--- config.mk ---
export PLATFORM = sky130hd
export DESIGN_NAME = lbg_mean_split
export DESIGN_NICKNAME = d
export VERILOG_FILES = /design/src/rtl/lbg_mean_split_pkg.sv /design/src/rtl/lbg_sdiv.sv /design/src/rtl/lbg_mean_split.sv
export SDC_FILE = /design/constraint.sdc
export NUM_CORES = 1
export LEC_CHECK = 0
export ABC_AREA = 0
export CORE_MARGIN = 5
export CORE_UTILIZATION = 30
export CTS_CLUSTER_DIAMETER = 150
export CTS_CLUSTER_SIZE = 8
export DETAILED_ROUTE_END_ITERATION = 6
export PLACE_DENSITY = 0.57
export SLEW_MARGIN = 20
export SYNTH_ARGS = -nofsm -noshare
export SYNTH_HDL_FRONTEND = slang
export SYNTH_SLANG_ARGS = --single-unit
--- constraint.sdc ---
create_clock -name clk -period 11.6 [get_ports clk]
set_clock_uncertainty 0.1 [all_clocks]
set_input_delay 2.32 -clock clk [delete_from_list [all_inputs] [get_ports clk]]
set_output_delay 2.32 -clock clk [all_outputs]
set_load 0.02 [all_outputs]
--- src/rtl/lbg_mean_split_pkg.sv ---
// Shared types and helpers for the LBG mean/split codebook seeder.
package lbg_mean_split_pkg;

  typedef enum logic [2:0] {
    S_IDLE,
    S_READ,
    S_DRAIN,
    S_DIV,
    S_WR_P,
    S_WR_M,
    S_FIN
  } state_t;

  // Sum of up to 2^FRAME_W samples of DATA_W bits cannot overflow this width.
  function automatic int acc_width(input int data_w, input int frame_w);
    return data_w + frame_w;
  endfunction

  function automatic logic signed [31:0] saturate(input logic signed [31:0] v, input int w);
    logic signed [31:0] hi;
    logic signed [31:0] lo;
    hi = (32'sd1 <<< (w - 1)) - 32'sd1;
    lo = -hi - 32'sd1;
    if (v > hi) return hi;
    if (v < lo) return lo;
    return v;
  endfunction

endpackage

--- src/rtl/lbg_sdiv.sv ---
// Sequential signed restoring divider: signed numerator / unsigned nonzero denominator,
// quotient truncated toward zero; rdy pulses NUM_W+1 cycles after start.
module lbg_sdiv #(
  parameter int NUM_W = 23,
  parameter int DEN_W = 9
) (
  input  logic                    clk,
  input  logic                    rst,
  input  logic                    start,
  input  logic signed [NUM_W-1:0] num,
  input  logic [DEN_W-1:0]        den,
  output logic                    rdy,
  output logic signed [NUM_W-1:0] quo
);

  localparam int CNT_W = $clog2(NUM_W + 1);

  logic             run;
  logic [CNT_W-1:0] cnt;
  logic             neg;
  logic [NUM_W-1:0] q;
  logic [DEN_W:0]   rem;
  logic [DEN_W-1:0] dvs;
  logic [DEN_W:0]   trial;
  logic             ge;

  // rem stays below dvs, so its top bit is always zero before the shift.
  always_comb begin
    trial = {rem[DEN_W-1:0], q[NUM_W-1]};
    ge    = (trial >= {1'b0, dvs});
  end

  always_ff @(posedge clk) begin
    if (rst) begin
      run <= 1'b0;
      cnt <= '0;
      neg <= 1'b0;
      q   <= '0;
      rem <= '0;
      dvs <= '0;
    end else if (start) begin
      run <= 1'b1;
      cnt <= CNT_W'(NUM_W);
      neg <= num[NUM_W-1];
      q   <= num[NUM_W-1] ? NUM_W'(-num) : NUM_W'(num);
      rem <= '0;
      dvs <= den;
    end else if (run) begin
      if (cnt != '0) begin
        q   <= {q[NUM_W-2:0], ge};
        rem <= ge ? (trial - {1'b0, dvs}) : trial;
        cnt <= cnt - CNT_W'(1);
      end else begin
        run <= 1'b0;
      end
    end
  end

  assign rdy = run && (cnt == '0);
  assign quo = neg ? -$signed(q) : $signed(q);

endmodule

--- src/rtl/lbg_mean_split.sv ---
// Per-dimension mean of N feature frames, optionally split into a +/- eps codeword pair
// for LBG codebook initialisation; one dimension at a time, sequential divide.
module lbg_mean_split
  import lbg_mean_split_pkg::*;
#(
  parameter int DIM       = 13,
  parameter int DATA_W    = 14,
  parameter int FRAME_W   = 9,
  parameter int ADDR_W    = 13,
  parameter int EPS_SHIFT = 3
) (
  input  logic                       clk,
  input  logic                       rst,
  input  logic                       start,
  input  logic                       split_en,
  input  logic [ADDR_W-1:0]          base_addr,
  input  logic [FRAME_W-1:0]         frames,
  output logic [ADDR_W-1:0]          feat_addr,
  output logic                       feat_rd,
  input  logic [DATA_W-1:0]          feat_data,
  output logic                       cb_wr_en,
  output logic [$clog2(2*DIM)-1:0]   cb_wr_addr,
  output logic [DATA_W-1:0]          cb_wr_data,
  output logic                       busy,
  output logic                       done,
  output logic                       err
);

  localparam int ACC_W = acc_width(DATA_W, FRAME_W);
  localparam int CB_AW = $clog2(2 * DIM);
  localparam int DW    = (DIM > 1) ? $clog2(DIM) : 1;
  localparam logic [DW-1:0] D_LAST = DW'(DIM - 1);

  state_t state, state_nxt;

  logic                     split_q, err_q, rd_vld, next_dim, div_start, div_rdy;
  logic [ADDR_W-1:0]        base_q, rd_addr;
  logic [FRAME_W-1:0]       frames_q, f;
  logic [DW-1:0]            d;
  logic signed [ACC_W-1:0]  acc, acc_nxt, quo;
  logic signed [DATA_W-1:0] mean, plus_s, minus_s;
  logic [DATA_W:0]          mag, eps;
  logic signed [DATA_W+1:0] plus_w, minus_w;

  // The divider sees the sum including the sample landing in DRAIN.
  assign acc_nxt = rd_vld ? (acc + ACC_W'($signed(feat_data))) : acc;

  lbg_sdiv #(.NUM_W(ACC_W), .DEN_W(FRAME_W)) u_div (
    .clk   (clk),
    .rst   (rst),
    .start (div_start),
    .num   (acc_nxt),
    .den   (frames_q),
    .rdy   (div_rdy),
    .quo   (quo)
  );

  always_comb begin
    mag     = mean[DATA_W-1] ? -{mean[DATA_W-1], mean} : {mean[DATA_W-1], mean};
    eps     = mag >> EPS_SHIFT;
    plus_w  = (DATA_W+2)'(mean) + $signed({1'b0, eps});
    minus_w = (DATA_W+2)'(mean) - $signed({1'b0, eps});
    plus_s  = DATA_W'(saturate(32'(plus_w), DATA_W));
    minus_s = DATA_W'(saturate(32'(minus_w), DATA_W));
  end

  always_comb begin
    state_nxt  = state;
    feat_rd    = 1'b0;
    div_start  = 1'b0;
    next_dim   = 1'b0;
    cb_wr_en   = 1'b0;
    cb_wr_addr = '0;
    cb_wr_data = '0;
    done       = 1'b0;
    err        = 1'b0;
    case (state)
      S_IDLE:  if (start) state_nxt = (frames == '0) ? S_FIN : S_READ;
      S_READ: begin
        feat_rd = 1'b1;
        if (f == frames_q - FRAME_W'(1)) state_nxt = S_DRAIN;
      end
      S_DRAIN: begin
        div_start = 1'b1;
        state_nxt = S_DIV;
      end
      S_DIV:   if (div_rdy) state_nxt = S_WR_P;
      S_WR_P: begin
        cb_wr_en = 1'b1;
        if (split_q) begin
          cb_wr_addr = CB_AW'({d, 1'b0});
          cb_wr_data = plus_s;
          state_nxt  = S_WR_M;
        end else begin
          cb_wr_addr = CB_AW'(d);
          cb_wr_data = mean;
          next_dim   = (d != D_LAST);
          state_nxt  = (d == D_LAST) ? S_FIN : S_READ;
        end
      end
      S_WR_M: begin
        cb_wr_en   = 1'b1;
        cb_wr_addr = CB_AW'({d, 1'b1});
        cb_wr_data = minus_s;
        next_dim   = (d != D_LAST);
        state_nxt  = (d == D_LAST) ? S_FIN : S_READ;
      end
      S_FIN: begin
        done      = 1'b1;
        err       = err_q;
        state_nxt = S_IDLE;
      end
      default: state_nxt = S_IDLE;
    endcase
  end

  always_ff @(posedge clk) begin
    if (rst) state <= S_IDLE;
    else     state <= state_nxt;
  end

  always_ff @(posedge clk) begin
    if (rst) begin
      split_q  <= 1'b0;
      err_q    <= 1'b0;
      base_q   <= '0;
      frames_q <= '0;
      rd_addr  <= '0;
      rd_vld   <= 1'b0;
      f        <= '0;
      d        <= '0;
      acc      <= '0;
      mean     <= '0;
    end else begin
      rd_vld <= feat_rd;
      if (state == S_IDLE && start) begin
        split_q  <= split_en;
        err_q    <= (frames == '0);
        base_q   <= base_addr;
        frames_q <= frames;
        rd_addr  <= base_addr;
        f        <= '0;
        d        <= '0;
        acc      <= '0;
      end else if (next_dim) begin
        rd_addr <= base_q + ADDR_W'(d) + ADDR_W'(1);
        f       <= '0;
        d       <= d + DW'(1);
        acc     <= '0;
      end else begin
        acc <= acc_nxt;
        if (state == S_READ) begin
          f       <= f + FRAME_W'(1);
          rd_addr <= rd_addr + ADDR_W'(DIM);
        end
        if (state == S_DIV && div_rdy) mean <= DATA_W'(quo);
      end
    end
  end

  assign feat_addr = (state == S_READ) ? rd_addr : '0;
  assign busy      = (state != S_IDLE);

endmodule

==> out/qor.yml <==
synthesis:
  synth_adder_area_share: 0.0948
  yosys-top-cells-count: "208 x nand2_1, 142 x nor2_1, 139 x dfxtp_1"
  async_reset_ff_frac: 0
  synth.net_count: 1519
  synthCells: 1402
  synthMuxAreaShare: 0.0337
  avgSynthCellArea_um2: 7.53
  ys_seq_area_frac: 0.264
  ys.warnings.count: 0
  synth.most_common_cell: "nand2_1"
  mappedNetlistArea_mm2: 0.0106
  synth_top_area_cell: "dfxtp_1"
  synth-xor-area-share: 0.0896
  synthTopCellsByArea: "dfxtp_1 26%, ha_1 8.5%, nand2_1 7.4%"
  yosys.area_share.simple: 0.250
  yosysTopAreaCellShare: 0.264
  ys.flop_type: "dfxtp_1"
  synth-edff-count: 0
  synth_top_family_by_area: "simple AND/OR/NAND/NOR gates"
  synth_compound_area_frac: 0.221
  synth.distinct_cells: 80
  ys_ff_latch: 139
worst_setup_path:
  critPathLaunchType: "register"
  r2r_slack_ns: 7.54
  cpPeakStageDelay_ns: 0.57
  critPathArrivalTime_ns: 6.02
  worst-path-max-fanout: 11
  worstSetupPathType: "reg2out"
  cp-end-kind: "output port"
  crit_path_frequent_cell: "or4_1"
  timing.rr.end: "u_div.q[12]"
  crit_chain: "or4_1 > or3_1 > or4_1 > or4_1 > nand2_1 > xnor2_1 > ha_1 > a21o_1 > a311oi_1 > nor3b_1 > o31ai_1 > nand2_1 > o221ai_1 > nand3_1 > clkdlybuf4s50_1"
  reg2reg_depth: 12
  required_ns: 9.18
  r2r-start: "acc[0]"
  slowest_stage: "or4_1"
die:
  fp.dieH_um: 198
  die_w_um: 198
  initial_core_util: 0.305
  core.rowCount: 68
  io_pins: 77
  core_mm2: 0.0346
  die_area_mm2: 0.0390
global_routing:
  grt_start_max_net_pins: 73
  first_global_vias: 9392
  grtUsageTotal: 0.143
  grt_antenna_before_repair: 0
  grt_pass1_wl_um: 47300
  grt-ovfl-total: 0
pwr:
  p_per_area_mw_per_mm2: 117
  p_switching_mw: 0.459
  p_seq_frac: 0.371
  swShare: 0.317
  ir_drop_mv: 0.0783
  clkPwrFrac: 0.401
  power.leakage_nw: 4.80
  combinationalPowerShare: 0.228
  power_mw: 1.45
  intPower_mw: 0.987
timing:
  rsz0062_at_grt: "false"
  fmax_mhz: 118
  drv_slew: 0
  whs_ns: 0.353
  hold_viol: 0
  setup-tns-final_ns: 0
  slew_headroom: 0.353
  fin_crit_ns: 8.44
  setup_viol: 0
  finalCritPeriodShare: 0.728
  tightest_slew_ns: 0.967
route:
  drt_iter0_drc: 568
  post-route-drc-count: 0
  vias: 9855
  wl_um: 28000
  avgRoutedWirePerCell_um: 14.7
  firstDrtPassIters: 5
  met2_length_um: 12500
  ant_nets: 0
  via_per_inst: 5.18
  wl_met3_um: 914
  topRoutingLayerUsed: "met4"
  wl_met1_um: 14300
placement:
  dp.final_hpwl_um: 20800
  numPortBuffers: 76
  gp_congestion: 0.894
min_path:
  hold_path_end: "base_q[0]"
  hold_class: "reg2reg"
  holdPathStages: 2
  min_from: "base_q[0]"
clocking:
  postCtsSetupBuffers: 0
  cts-resized-gates: 0
  cts.reportedPaths.clkPinSlew_ns: 0.07
  cts_tree: "built"
  ctsHoldBuffers: 0
  clk_path_buf_depth: 2
  cts_buffers: 17
  cts-root-buf: "clkbuf_16"
  clock_sinks: 139
  worstSkewPairLatency_ns: 0.42
  htreeDepth: 4
final_layout:
  finalNetCount: 1553
  fillers: 3661
  drive_above_1_share: 0.0497
  area_growth_pct: 16.8
  diodes: 0
flow_run:
  cap_viol_max_count: 0
status:
  outcome: "finished, final reports clean"
-- final cells by class --
cell class / instances / area (um2) / area share
Clock buffer: 18 / 439 / 0.0356
Clock inverter: 14 / 184 / 0.0149
Inverter: 58 / 218 / 0.0177
Multi-Input combinational cell: 1133 / 7290 / 0.592
Sequential cell: 139 / 2780 / 0.226
Tap cell: 455 / 569 / 0.0462
Timing Repair Buffer: 87 / 841 / 0.0682
-- worst max-delay path by stage --
stage | start | endpoint | slack, ns | depth (start not counted)
6_report | mean[1] | cb_wr_data[8] | 3.16 | 15
3_5_place_dp | mean[1] | cb_wr_data[6] | 3.61 | 15
5_1_grt | mean[1] | cb_wr_data[6] | 2.81 | 17
4_1_cts | mean[1] | cb_wr_data[6] | 3.16 | 15
2_1_floorplan | mean[0] | cb_wr_data[9] | 4.46 | 13
3_3_place_gp | mean[0] | cb_wr_data[3] | 3.70 | 17
-- metrics by stage --
step	setup slack [ns]	cells	util	instance area, um2
floorplan	4.46	1402	-	10600
global placement	3.70	1872	0.338	11700
detailed placement	3.61	1872	0.338	11700
CTS	3.16	1904	0.356	12300
global route	2.81	1904	0.356	12300
finish	3.16	1904	0.356	12300
-- logic make-up (layout without fill, tap and decap cells) --
| family | count (synthesis) | count (layout) |
|---|---|---|
| buffers and inverters | 130 | 177 |
| muxes | 35 | 35 |
| DFF | 139 | 139 |
| and+or+nand+nor | 563 | 563 |
| adders and majority gates | 77 | 77 |
| AOI/OAI and AO/OA | 348 | 348 |
| xor gates and xnor gates | 108 | 108 |
| other | 2 | 2 |
-- critical path, delay by kind of cell, from the launching register on --
kind	cells	cell delay, ns
flops	1	0.38
xor+xnor	1	0.15
buf+inv	1	0.55
simple gates	8	2.57
fa+ha+maj	1	0.37
compound gates	4	1.59
-- flip-flops by register name (all words and copies together) (netlist names), 13 cells and up --
register and count:
mean 14, acc 23, u_div.q 23, base_q 13
rd_addr 13
-- power by group through the flow --
stage	clock network [mW]	registers, mW	logic (mW)
final	0.580	0.536	0.329
after global routing	0.614	0.541	0.370
after CTS	0.592	0.536	0.330
after detailed placement	0	0.547	0.328
after global placement	0	0.546	0.324
after floorplan	0	0.533	0.251
-- placed cells by master, fill, tap and decap left out, types with 7 or more instances in the layout --
master | Yosys | layout
xnor2_1 | 58 | 58
inv_1 | 57 | 57
a311oi_1 | 19 | 19
clkbuf_16 | 0 | 17
nand2b_1 | 19 | 19
or3_1 | 12 | 12
nand3_1 | 33 | 33
o31ai_1 | 15 | 15
a21oi_1 | 113 | 113
and3_1 | 16 | 16
a21o_1 | 12 | 12
o21a_1 | 8 | 8
nor3_1 | 35 | 34
clkdlybuf4s50_1 | 0 | 75
xor2_1 | 50 | 50
o21ai_0 | 55 | 55
nand2_1 | 208 | 208
a211oi_1 | 31 | 31
and2_1 | 18 | 18
dfxtp_1 | 139 | 139
o211ai_1 | 9 | 9
mux2i_1 | 31 | 31
o22ai_1 | 8 | 8
ha_1 | 72 | 72
buf_4 | 0 | 12
a21boi_0 | 7 | 7
nor2_1 | 142 | 142
o221ai_1 | 9 | 9
nand4_1 | 18 | 18
nand3b_1 | 11 | 11
nor2b_1 | 18 | 17
a31oi_1 | 7 | 7
-- metal layers --
| layer | vias up | track usage |
|---|---|---|
| met1 | 4633 | 0.209 |
| met3 | 22 | 0.0191 |
| met4 | 0 | 0.0334 |
| met5 | - | 0 |
| li1 | 5037 | - |
| met2 | 163 | 0.224 |
No activity file was read; power rests on OpenSTA's default activity.
